`src/rtl/serial_fb_writer.sv`:
```
// Byte-stream command parser that writes a 1bpp 320x240 framebuffer (set pointer, burst write, fill).
// Optional `PIXEL_WRITE_EN adds a read-modify-write single-pixel command with a RAM read port.
module serial_fb_writer #(
  parameter logic [13:0] FB_BYTES    = 14'd9600,
  parameter logic [7:0]  CMD_SETADDR = 8'hA0,
  parameter logic [7:0]  CMD_WRITE   = 8'hA1,
  parameter logic [7:0]  CMD_FILL    = 8'hA2
) (
  input  logic        clk,
  input  logic        reset_n,
  input  logic [7:0]  rx_data,
  input  logic        rx_valid,
  output logic        wr_en,
  output logic [13:0] wr_addr,
  output logic [7:0]  wr_data,
  output logic        busy,
  output logic        cmd_error
`ifdef PIXEL_WRITE_EN
  ,
  output logic [13:0] fb_rd_addr,
  input  logic [7:0]  fb_rd_data
`endif
);

`ifdef PIXEL_WRITE_EN
  localparam logic [7:0] CMD_PIXEL = 8'hA3;
`endif

  typedef enum logic [3:0] {
    S_IDLE, S_ADDR_HI, S_ADDR_LO, S_COUNT, S_DATA, S_FILL_VAL, S_FILLING
`ifdef PIXEL_WRITE_EN
    , S_PX_XHI, S_PX_XLO, S_PX_Y, S_PX_COL, S_PX_RD, S_PX_CAP
`endif
  } state_t;

  state_t      r_state, w_state_n;
  logic [13:0] r_ptr, w_ptr_n;
  logic [5:0]  r_addr_hi, w_addr_hi_n;
  logic [8:0]  r_remain, w_remain_n;
  logic [7:0]  r_fill_val, w_fill_val_n;
  logic [13:0] r_fill_cnt, w_fill_cnt_n;
  logic        r_wr_en, w_wr_en_n;
  logic [13:0] r_wr_addr, w_wr_addr_n;
  logic [7:0]  r_wr_data, w_wr_data_n;
  logic        r_busy, w_busy_n;
  logic        r_err, w_err_n;
  logic        w_byte;
  logic [13:0] w_addr_full;

`ifdef PIXEL_WRITE_EN
  logic [8:0]  r_px_x, w_px_x_n;
  logic [7:0]  r_px_y, w_px_y_n;
  logic        r_px_c, w_px_c_n;
  logic [13:0] r_rd_addr, w_rd_addr_n;
  logic [13:0] w_px_addr;
  logic [7:0]  w_px_byte;
`endif

  // Bytes arriving while busy are dropped; only non-busy strobes advance the parser.
  assign w_byte      = rx_valid & ~r_busy;
  assign w_addr_full = {r_addr_hi, rx_data};

  always_comb begin
    w_state_n    = r_state;
    w_ptr_n      = r_ptr;
    w_addr_hi_n  = r_addr_hi;
    w_remain_n   = r_remain;
    w_fill_val_n = r_fill_val;
    w_fill_cnt_n = r_fill_cnt;
    w_wr_en_n    = 1'b0;
    w_wr_addr_n  = r_wr_addr;
    w_wr_data_n  = r_wr_data;
    w_busy_n     = 1'b0;
    w_err_n      = r_err | (rx_valid & r_busy);
`ifdef PIXEL_WRITE_EN
    w_px_x_n     = r_px_x;
    w_px_y_n     = r_px_y;
    w_px_c_n     = r_px_c;
    w_rd_addr_n  = r_rd_addr;
    w_px_addr    = ({6'd0, r_px_y} << 5) + ({6'd0, r_px_y} << 3) + {8'd0, r_px_x[8:3]};
    w_px_byte    = fb_rd_data;
    w_px_byte[r_px_x[2:0]] = r_px_c;
`endif
    case (r_state)
      S_IDLE: if (w_byte) begin
        case (rx_data)
          CMD_SETADDR: w_state_n = S_ADDR_HI;
          CMD_WRITE:   w_state_n = S_COUNT;
          CMD_FILL:    w_state_n = S_FILL_VAL;
`ifdef PIXEL_WRITE_EN
          CMD_PIXEL:   w_state_n = S_PX_XHI;
`endif
          default:     w_err_n   = 1'b1;
        endcase
      end
      S_ADDR_HI: if (w_byte) begin
        w_addr_hi_n = rx_data[5:0];
        w_state_n   = S_ADDR_LO;
      end
      S_ADDR_LO: if (w_byte) begin
        if (w_addr_full < FB_BYTES) w_ptr_n = w_addr_full;
        else begin
          w_ptr_n = 14'd0;
          w_err_n = 1'b1;
        end
        w_state_n = S_IDLE;
      end
      S_COUNT: if (w_byte) begin
        w_remain_n = (rx_data == 8'd0) ? 9'd256 : {1'b0, rx_data};
        w_state_n  = S_DATA;
      end
      S_DATA: if (w_byte) begin
        w_wr_en_n   = 1'b1;
        w_wr_addr_n = r_ptr;
        w_wr_data_n = rx_data;
        w_ptr_n     = (r_ptr == FB_BYTES - 14'd1) ? 14'd0 : r_ptr + 14'd1;
        w_remain_n  = r_remain - 9'd1;
        if (r_remain == 9'd1) w_state_n = S_IDLE;
      end
      S_FILL_VAL: if (w_byte) begin
        w_fill_val_n = rx_data;
        w_fill_cnt_n = 14'd0;
        w_busy_n     = 1'b1;
        w_state_n    = S_FILLING;
      end
      // busy stays high through the edge that issues the last fill write
      S_FILLING: begin
        w_busy_n     = 1'b1;
        w_wr_en_n    = 1'b1;
        w_wr_addr_n  = r_fill_cnt;
        w_wr_data_n  = r_fill_val;
        w_fill_cnt_n = r_fill_cnt + 14'd1;
        if (r_fill_cnt == FB_BYTES - 14'd1) w_state_n = S_IDLE;
      end
`ifdef PIXEL_WRITE_EN
      S_PX_XHI: if (w_byte) begin
        w_px_x_n  = {rx_data[0], r_px_x[7:0]};
        w_state_n = S_PX_XLO;
      end
      S_PX_XLO: if (w_byte) begin
        w_px_x_n  = {r_px_x[8], rx_data};
        w_state_n = S_PX_Y;
      end
      S_PX_Y: if (w_byte) begin
        w_px_y_n  = rx_data;
        w_state_n = S_PX_COL;
      end
      S_PX_COL: if (w_byte) begin
        if (r_px_x < 9'd320 && r_px_y < 8'd240) begin
          w_px_c_n    = rx_data[0];
          w_rd_addr_n = w_px_addr;
          w_busy_n    = 1'b1;
          w_state_n   = S_PX_RD;
        end else begin
          w_err_n   = 1'b1;
          w_state_n = S_IDLE;
        end
      end
      S_PX_RD: begin
        w_busy_n  = 1'b1;
        w_state_n = S_PX_CAP;
      end
      S_PX_CAP: begin
        w_wr_en_n   = 1'b1;
        w_wr_addr_n = r_rd_addr;
        w_wr_data_n = w_px_byte;
        w_state_n   = S_IDLE;
      end
`endif
      default: w_state_n = S_IDLE;
    endcase
  end

  always_ff @(posedge clk) begin
    if (!reset_n) begin
      r_state    <= S_IDLE;
      r_ptr      <= '0;
      r_addr_hi  <= '0;
      r_remain   <= '0;
      r_fill_val <= '0;
      r_fill_cnt <= '0;
      r_wr_en    <= 1'b0;
      r_wr_addr  <= '0;
      r_wr_data  <= '0;
      r_busy     <= 1'b0;
      r_err      <= 1'b0;
`ifdef PIXEL_WRITE_EN
      r_px_x     <= '0;
      r_px_y     <= '0;
      r_px_c     <= 1'b0;
      r_rd_addr  <= '0;
`endif
    end else begin
      r_state    <= w_state_n;
      r_ptr      <= w_ptr_n;
      r_addr_hi  <= w_addr_hi_n;
      r_remain   <= w_remain_n;
      r_fill_val <= w_fill_val_n;
      r_fill_cnt <= w_fill_cnt_n;
      r_wr_en    <= w_wr_en_n;
      r_wr_addr  <= w_wr_addr_n;
      r_wr_data  <= w_wr_data_n;
      r_busy     <= w_busy_n;
      r_err      <= w_err_n;
`ifdef PIXEL_WRITE_EN
      r_px_x     <= w_px_x_n;
      r_px_y     <= w_px_y_n;
      r_px_c     <= w_px_c_n;
      r_rd_addr  <= w_rd_addr_n;
`endif
    end
  end

  assign wr_en     = r_wr_en;
  assign wr_addr   = r_wr_addr;
  assign wr_data   = r_wr_data;
  assign busy      = r_busy;
  assign cmd_error = r_err;
`ifdef PIXEL_WRITE_EN
  assign fb_rd_addr = r_rd_addr;
`endif

endmodule

```
`config.mk`:
```
export PLATFORM = sky130hd
export DESIGN_NAME = serial_fb_writer
export DESIGN_NICKNAME = d
export VERILOG_FILES = /design/src/rtl/serial_fb_writer.sv
export SDC_FILE = /design/constraint.sdc
export NUM_CORES = 1
export LEC_CHECK = 0
export ABC_AREA = 0
export CORE_UTILIZATION = 52
export DETAILED_ROUTE_END_ITERATION = 8
export GPL_ROUTABILITY_DRIVEN = 0
export GPL_TIMING_DRIVEN = 0
export HOLD_SLACK_MARGIN = 0.06
export PLACE_DENSITY = 0.87
export RECOVER_POWER = 100
export SLEW_MARGIN = 20
export SYNTH_ARGS = -nofsm -noshare
export SYNTH_HDL_FRONTEND = slang
export SYNTH_SLANG_ARGS = --single-unit
```
`constraint.sdc`:
```
create_clock -name clk -period 1.8 [get_ports clk]
set_input_delay 0.36 -clock clk [delete_from_list [all_inputs] [get_ports clk]]
set_output_delay 0.36 -clock clk [all_outputs]
set_load 0.1 [all_outputs]
```
==> run metrics, run 1 <==
status finished, violations left; failing checks setup timing; largest net degree at the start of global routing 15; crit path capture type register; Initial DRC Count 502; TritonCTS Buffers 9; total power per unit cell area 626.7 nW/um^2; sequential element share of the synthesized area 0.3980; worst hold stages 3; WL/cell 18.43 um; worst-margin pin slew 0.7635 ns; Ant. Diodes 0; # DRC 0; IO Pins 36; vias in the first global route 3947; Tot Pwr 3.150 mW; CP bufs+invs 0; Mapped Area 3974 um^2; most frequent CP cell a21oi_2; Skew-Pair Late Insertion Delay 0.37 ns; vias per std cell 6.608; leakage power figure 1.788 nW; Slew headroom 0.4910; Core Util, Final 0.6856; multi-input logic area 2452 um^2; Post-synth EDFFs 0; total congestion overflow 0; number of stages on the worst setup path 5; area of the core 7331 um^2; Final Setup Violations 4; crit path DAT 2.12 ns; Detail Route Antenna Nets 0; Clock Skew 0.01891 ns; most frequent cells in the layout nand2_1 (84), dfxtp_1 (71), nor2_1 (56); Synthesized Nets 529; CP Cell Sequence or4b_4 > nor4b_4 > a21oi_2 > or3_1 > a21oi_2; critical path's slowest cell or4b_4; clock slew at reported path FFs 0.09 ns; die area 7996 um^2; Routed WL 12.25 mm; fill cell count 553; final hold vios 0; most common cell after layout, fill and taps aside nand2_1; initial antenna violation count 0; max-slew violation count 0; synth top area cells dfxtp_1 (40%), nand2_1 (7.9%), nor2_1 (5.7%); HPWL after DPL 8.021 mm; R2R setup slack -0.04 ns; Crit Path Max Fanout 2; # Max-Cap Violations 0; Top delay family on crit path simple AND/OR/NAND/NOR gates; Worst Path Required 2.08 ns; CTS tree yes; RSZ-0062 raised after global routing true; Die Ht 89.42 um; via count 4394; clock sink count 79; Die X 89.42 um; register area 1609 um^2; WS Path Type register to register; Mapped Cells 514; ys flop type dfxtp_1; Root Driver clkbuf_8; Async SR Flop Fraction 0; fin crit share 1.023; dpl cell area 4409 um^2; Pre-antenna DRT Iters 6; Rows 31; critical path startpoint category register; Worst IR Drop VDD 494.4 uV; Synth Warn # 0; Synth area leader dfxtp_1; Max Fclk 543.1 MHz; number of port buffers 31; syn_area_per_cell 7.731 um^2; Final Cell Area 5026 um^2; layout cells sized above 1 0.2173; Period minus WS final 1.841 ns; R2R depth 5; maximum clock path buffer count 2; Overall Global Routing Usage 0.3096; #FFs+latches synth 79; Area Overhead vs Synth 26.48%; CTS H-tree lvls 3; area share of the leading cell type in the synthesized netlist 0.3980; max incr delay on CP 0.53 ns; initial core utilization 0.5421; Synth cell types 55; fin nets 576; hold crit path type primary input to register; final setup margin -0.04136 ns; first-pass GRT wire length 18.75 mm
[stage by stage]
| stage | setup slack (ns) | TNS, ns | hold slack [ns] | instances |
|---|---|---|---|---|
| after global routing | -0.09995 | -0.5980 | 0.3845 | 665 |
| after CTS | -0.06747 | -0.1524 | 0.4391 | 663 |
| after global placement | -0.6931 | -25.75 | 0.4601 | 644 |
| final | -0.04136 | -0.09647 | 0.3699 | 665 |
| after floorplan | 0.0001089 | 0 | 0.4493 | 514 |
| after detailed placement | -0.7406 | -27.52 | 0.4593 | 644 |
[state kept, by name (all words and copies together) (netlist names)]
name	count
r_fill_cnt	14
r_remain	9
wr_data	8
busy	1
r_ptr	14
wr_en	1
r_state	3
r_fill_val	8
cmd_error	1
wr_addr	14
r_addr_hi	6
[final cells by class]
type	count	area share
buffer	34	0.04157
clock buffer	11	0.03012
clock inverter	5	0.007966
inverter	8	0.005975
multi-input combinational	390	0.4879
sequential	79	0.3201
tap	99	0.02465
timing repair buffer	39	0.08165
[worst register-to-register path, cell delays in order, from the launching register on]
cell     delay (ns)
dfxtp_4        0.36
or4b_4         0.53
nor4b_4        0.24
a21oi_2        0.09
or3_1          0.40
a21oi_2        0.13
[path summary, 6_finish.rpt]
| check | start | end |
|---|---|---|
| min | rx_valid | cmd_error |
| max reg2reg | r_fill_cnt[7] | r_state[0] |
| max | r_fill_cnt[7] | r_state[0] |
| min reg2reg | wr_addr[7] | wr_addr[7] |
[layer usage]
| metal | wire [um] | vias up | global-route usage |
|---|---|---|---|
| met4 | 454 | 0 | 0.1717 |
| met5 | 0 | - | 0 |
| met1 | 4910 | 2022 | 0.3854 |
| li1 | - | 1970 | - |
| met2 | 5714 | 333 | 0.4927 |
| met3 | 1174 | 69 | 0.07479 |
[synthesized netlist by cell type (3+ instances only)]
master    instances
a211oi_1          4
a21oi_1          42
a22oi_1           6
a311oi_1         19
a31oi_1           7
a41oi_1           3
and2_1            4
and3_1           10
buf_2             8
clkbuf_1         27
dfxtp_1          79
ha_1              4
inv_1             7
mux2_2            4
mux2i_1           9
nand2_1          84
nand2b_1          3
nand3_1          26
nand3b_1          4
nand4_1           7
nor2_1           60
nor3_1            6
nor3b_1           3
nor4_1            6
nor4b_1           4
o21a_1            5
o21ai_0          27
o22ai_1           3
o31ai_1           4
or3_1             5
[logic make-up (layout without fill, tap and decap cells)]
family | count (synthesis) | after routing | synth area share
AOI/OAI and AO/OA | 138 | 138 | 0.2308
xor gates and xnor gates | 1 | 1 | 0.002204
adders and majority gates | 4 | 4 | 0.01259
buffers and inverters | 45 | 97 | 0.04503
DFF | 79 | 79 | 0.3980
muxes | 13 | 13 | 0.03401
and+or+nand+nor | 234 | 234 | 0.2774
[repair_timing]
item                                    CTS  global route
hold buffers                              0             0
cloned                                    0             0
gates resized for setup                 130            56
pin swaps                                 6             6
setup buffers                             3             5
endpoints found under the setup margin   92            58
[power by group]
part	internal, mW	switching (mW)
clock network	0.583	0.687
registers	1.74	0.00247
logic	0.0331	0.106
Note: power is estimated with default switching activity, not from simulation.
==> run 2, diff against run 1 <==
- HOLD_SLACK_MARGIN: 0.06 -> not set
- PLACE_DENSITY: 0.87 -> 0.85
==> run 2 against run 1 <==
- the flow still finishes with violations (setup timing)
- sequential cell count is the same
- routed wire length grew 11%
- count of clock-buffer cells in the layout shrank 1
- critical path depth is the same
- core utilization grew 1.6 points
- die area is the same
- fmax shrank 0.20%
- hold slack gained 0.10 ns
- clock power grew 31%
- critical endpoint is now r_ptr[4]
- largest cell class unchanged
- highest routed layer unchanged
==> run metrics, run 2 (same netlist as run 1, synthesis figures left out) <==
RR Startpoint r_ptr[8]; Clk network pwr share 0.469; initial core utilization 0.5421; vias per std cell 6.782; total power per unit cell area 690.2 nW/um^2; via count 4578; max incr delay on CP 0.53 ns; Final Setup Violations 9; met2 usage 0.5406; RSZ-0062 raised after global routing true; number of port buffers 31; failing checks setup timing; Die Ht 89.42 um; initial antenna violation count 0; WS Path Type register to register; hold_sp wr_addr[8]; Crit Path Max Fanout 8; Switching Share 0.2272; leakage power figure 1.860 nW; fin crit share 1.025; clock slew at reported path FFs 0.09 ns; busiest layer in global routing met2; worst hold stages 2; Max Fclk 542.0 MHz; Final Cell Area 5142 um^2; clock sink count 79; # Max-Cap Violations 0; Rows 31; max-slew violation count 0; Int Power 2.743 mW; critical path's slowest cell dfxtp_1; Root Driver clkbuf_8; TritonCTS Buffers 9; final hold vios 0; Hold Slack 0.4698 ns; layout cells sized above 1 0.2396; crit path capture type register; final setup margin -0.04499 ns; # DRC 0; vias in the first global route 4144; Die X 89.42 um; WHS Endpoint wr_addr[8]; most common cell after layout, fill and taps aside nand2_1; R2R depth 5; R2R setup slack -0.04 ns; Comb pwr share 0.040; CP Cell Sequence nor4bb_4 > a31o_4 > buf_4 > o31ai_1 > a32o_1; hold crit path type register to register; Period minus WS final 1.845 ns; crit path DAT 2.10 ns; Slew headroom 0.5182; CTS tree yes; Tot Pwr 3.549 mW; Worst Path Required 2.05 ns; status finished, violations left; most frequent cells in the layout nand2_1 (84), dfxtp_1 (67), nor2_1 (55); Area Overhead vs Synth 29.41%; first-pass GRT wire length 19.92 mm; Initial DRC Count 734; largest net degree at the start of global routing 15; Routed WL 13.56 mm; critical path startpoint category register; dpl cell area 4409 um^2; fin nets 586; area of the core 7331 um^2; Skew-Pair Late Insertion Delay 0.36 ns; Pre-antenna DRT Iters 9; Critical R2R Capture r_ptr[4]; Detail Route Antenna Nets 0; # hold bufs at CTS 0; Overall Global Routing Usage 0.3300; global routing met1 resource utilization 0.4042; maximum clock path buffer count 2; HPWL after DPL 8.220 mm; IO Pins 36; Worst IR Drop VDD 416.1 uV; Ant. Diodes 0; GR Layer Usage met3 0.08403; worst-margin pin slew 0.7227 ns; WL/cell 20.09 um; die area 7996 um^2; sequential share of power 0.491; CTS H-tree lvls 3; Clock Skew 0.01003 ns; total congestion overflow 0; Net Switching 0.8062 mW
run 2: final cells by class:
class	instances	area [um^2]
fill	516	2188
tap	99	123.9
buffer	33	198.9
clock inverter	6	116.4
sequential	79	1609
multi-input combinational	391	2456
timing repair buffer	49	470.5
inverter	8	30.03
clock buffer	10	137.6
run 2: worst max-delay path by stage:
stage	end	start	cells past startpoint
6_report	r_ptr[4]	r_ptr[8]	5
5_1_grt	r_state[0]	r_fill_cnt[7]	5
4_1_cts	r_ptr[12]	rx_valid	5
3_5_place_dp	r_state[2]	rx_data[2]	6
3_3_place_gp	r_state[2]	rx_data[2]	6
2_1_floorplan	r_ptr[3]	busy	5
run 2: worst max-delay path: cells and delay by family (launching register included):
kind	cells	cell delay, ns
compound gates	3	0.57
flops	1	0.53
simple gates	1	0.51
buf+inv	1	0.13
run 2: through the flow:
step	util	cells	setup TNS, ns	worst slack, ns
finish	0.7015	675	-0.1798	-0.04499
floorplan	-	514	0	0.0001089
detailed placement	0.6015	644	-27.26	-0.7302
global placement	0.6015	644	-25.00	-0.7163
global route	0.7015	675	-0.4576	-0.06632
CTS	0.6723	670	-0.1769	-0.03021
run 2: layer usage:
metal,part of all wire,vias up
li1,-,1994
met4,0.058,0
met2,0.46,361
met1,0.38,2102
met3,0.10,121
met5,0,-
run 2: power groups by stage:
stage                     logic (mW)  clock network, mW  registers [mW]
after floorplan               0.0585                  0            1.80
after global placement         0.127                  0            1.79
after detailed placement       0.128                  0            1.79
after CTS                      0.130               1.66            1.75
after global routing           0.146               1.74            1.74
final                          0.143               1.66            1.74
run 2: what timing repair did:
action                                  4_1_cts  5_1_grt
hold endpoints to repair                      0        0
gates resized for setup                     130       63
setup buffers                                11        7
cloned                                        0        1
endpoints found under the setup margin       92       56
pin swaps                                     9       15
==> run 3, diff against run 2 <==
- ABC_CLOCK_PERIOD_IN_PS: not set -> 1800
- CAP_MARGIN: not set -> 15
- SKIP_LAST_GASP: not set -> 1
==> run 3 against run 2 <==
- the run still ends with setup timing left
- sequential share of layout area about the same
- highest routed layer unchanged
- routed wire length barely moved
- first-iteration DRC count fell by 0.95%
- critical path type unchanged
- die area is the same
- clock power is essentially flat
- global-route usage stayed put
- cell count did not move
- sequential power barely moved
- largest power group unchanged
- largest cell class unchanged
- setup slack worse by 0.0035 ns
==> run metrics, run 3 (same netlist as run 1, synthesis figures left out) <==
status finished, violations left; failing checks setup timing; total congestion overflow 0; most frequent cells in the layout nand2_1 (83), dfxtp_1 (67), nor2_1 (56); sequential share of power 0.492; RR Startpoint r_fill_cnt[7]; TritonCTS Buffers 9; final hold vios 0; Final Cell Area 5146 um^2; Max Fclk 541.0 MHz; register area 1609 um^2; vias per std cell 6.773; Rows 31; CTS tree yes; multi-input logic area 2462 um^2; most common cell after layout, fill and taps aside nand2_1; Overall Global Routing Usage 0.3300; final setup TNS -0.2041 ns; total power per unit cell area 688.9 nW/um^2; Hold Slack 0.4699 ns; Pre-antenna DRT Iters 9; Detail Route Antenna Nets 0; Initial DRC Count 727; critical path startpoint category register; Comb pwr share 0.040; IO Pins 36; fin nets 586; hold_sp wr_addr[8]; clock sink count 79; crit path from r_fill_cnt[7]; # DRC 0; Clock Skew 0.009452 ns; first-pass GRT wire length 19.92 mm; Die Ht 89.42 um; WS Path Type register to register; # Max-Cap Violations 0; CP Cell Sequence or4b_4 > nor4b_4 > a21oi_2 > or3_4 > a21oi_2; leakage power figure 1.859 nW; CTS H-tree lvls 3; final setup margin -0.04847 ns; largest net degree at the start of global routing 15; dpl cell area 4409 um^2; Skew-Pair Late Insertion Delay 0.36 ns; Final Setup Violations 8; HPWL after DPL 8.220 mm; Switching Share 0.2263; worst-margin pin slew 0.7335 ns; number of port buffers 31; initial antenna violation count 0; Placed Cells 644; Area Overhead vs Synth 29.50%; Slew headroom 0.5110; Worst IR Drop VDD 417.0 uV; max-slew violation count 0; maximum clock path buffer count 2; Crit Path Max Fanout 3; # hold bufs at CTS 0; hold crit path type register to register; Top delay family on crit path simple AND/OR/NAND/NOR gates; critical path's slowest cell or4b_4; CP bufs+invs 0; crit path DAT 2.14 ns; crit path capture type register; vias in the first global route 4144; Routed WL 13.56 mm; initial core utilization 0.5421; fin crit share 1.027; Period minus WS final 1.848 ns; Net Switching 0.8021 mW; Clk network pwr share 0.468; RSZ-0062 raised after global routing true; Int Power 2.743 mW; Ant. Diodes 0; Worst Path Required 2.09 ns; max incr delay on CP 0.54 ns; Non-Filler Instances 675; clock slew at reported path FFs 0.08 ns; via count 4572; Die X 89.42 um; Root Driver clkbuf_8; WL/cell 20.08 um; layout cells sized above 1 0.2396; area of the core 7331 um^2; fill cell count 514; die area 7996 um^2; most frequent CP cell a21oi_2
-- run 3: power by group through the flow --
stage	logic, mW	clock network, mW	registers (mW)
4_1_cts	0.130	1.66	1.75
3_3_place_gp	0.127	0	1.79
2_1_floorplan	0.0585	0	1.80
6_report	0.142	1.66	1.74
3_5_place_dp	0.128	0	1.79
5_1_grt	0.147	1.74	1.74
-- run 3: worst register-to-register path, stage by stage, from the launching register on --
cell and delay (ns):
dfxtp_4 0.35, or4b_4 0.54, nor4b_4 0.26, a21oi_2 0.12
or3_4 0.40, a21oi_2 0.11
-- run 3: cell type report --
type,instances,share of cell area
buffer,33,0.03817
clock buffer,10,0.02674
clock inverter,6,0.02261
inverter,8,0.005835
multi-input combinational,391,0.4785
sequential,79,0.3127
tap,99,0.02407
timing repair buffer,49,0.09142
-- run 3: worst paths after layout --
| path | end | slack (ns) | depth (start not counted) |
|---|---|---|---|
| setup / recovery | r_state[0] | -0.05 | 5 |
| hold / removal | wr_addr[8] | 0.47 | 2 |
| setup reg to reg | r_state[0] | -0.05 | 5 |
| hold reg to reg | wr_addr[8] | 0.47 | 2 |
-- run 3: layer usage --
metal | vias up | GRT usage | routed length [um]
li1 | 1988 | - | -
met4 | 0 | 0.1616 | 831
met3 | 130 | 0.08403 | 1468
met1 | 2079 | 0.4042 | 5108
met5 | - | 0 | 0
met2 | 375 | 0.5406 | 6147
-- run 3: per-stage QoR --
stage            util  worst slack (ns)  power (mW)
3_5_place_dp   0.6015           -0.7302       1.920
6_report       0.7020          -0.04847       3.545
3_3_place_gp   0.6015           -0.7163       1.919
4_1_cts        0.6723          -0.03021       3.532
5_1_grt        0.7020          -0.07580       3.633
2_1_floorplan       -         0.0001089       1.862
-- run 3: repair_timing --
item                       4_1_cts  5_1_grt
pin swaps                        9       15
setup endpoints to repair       92       56
cloned                           0        1
gates resized for setup        129       62
hold endpoints to repair         0        0
buffers inserted                11        7
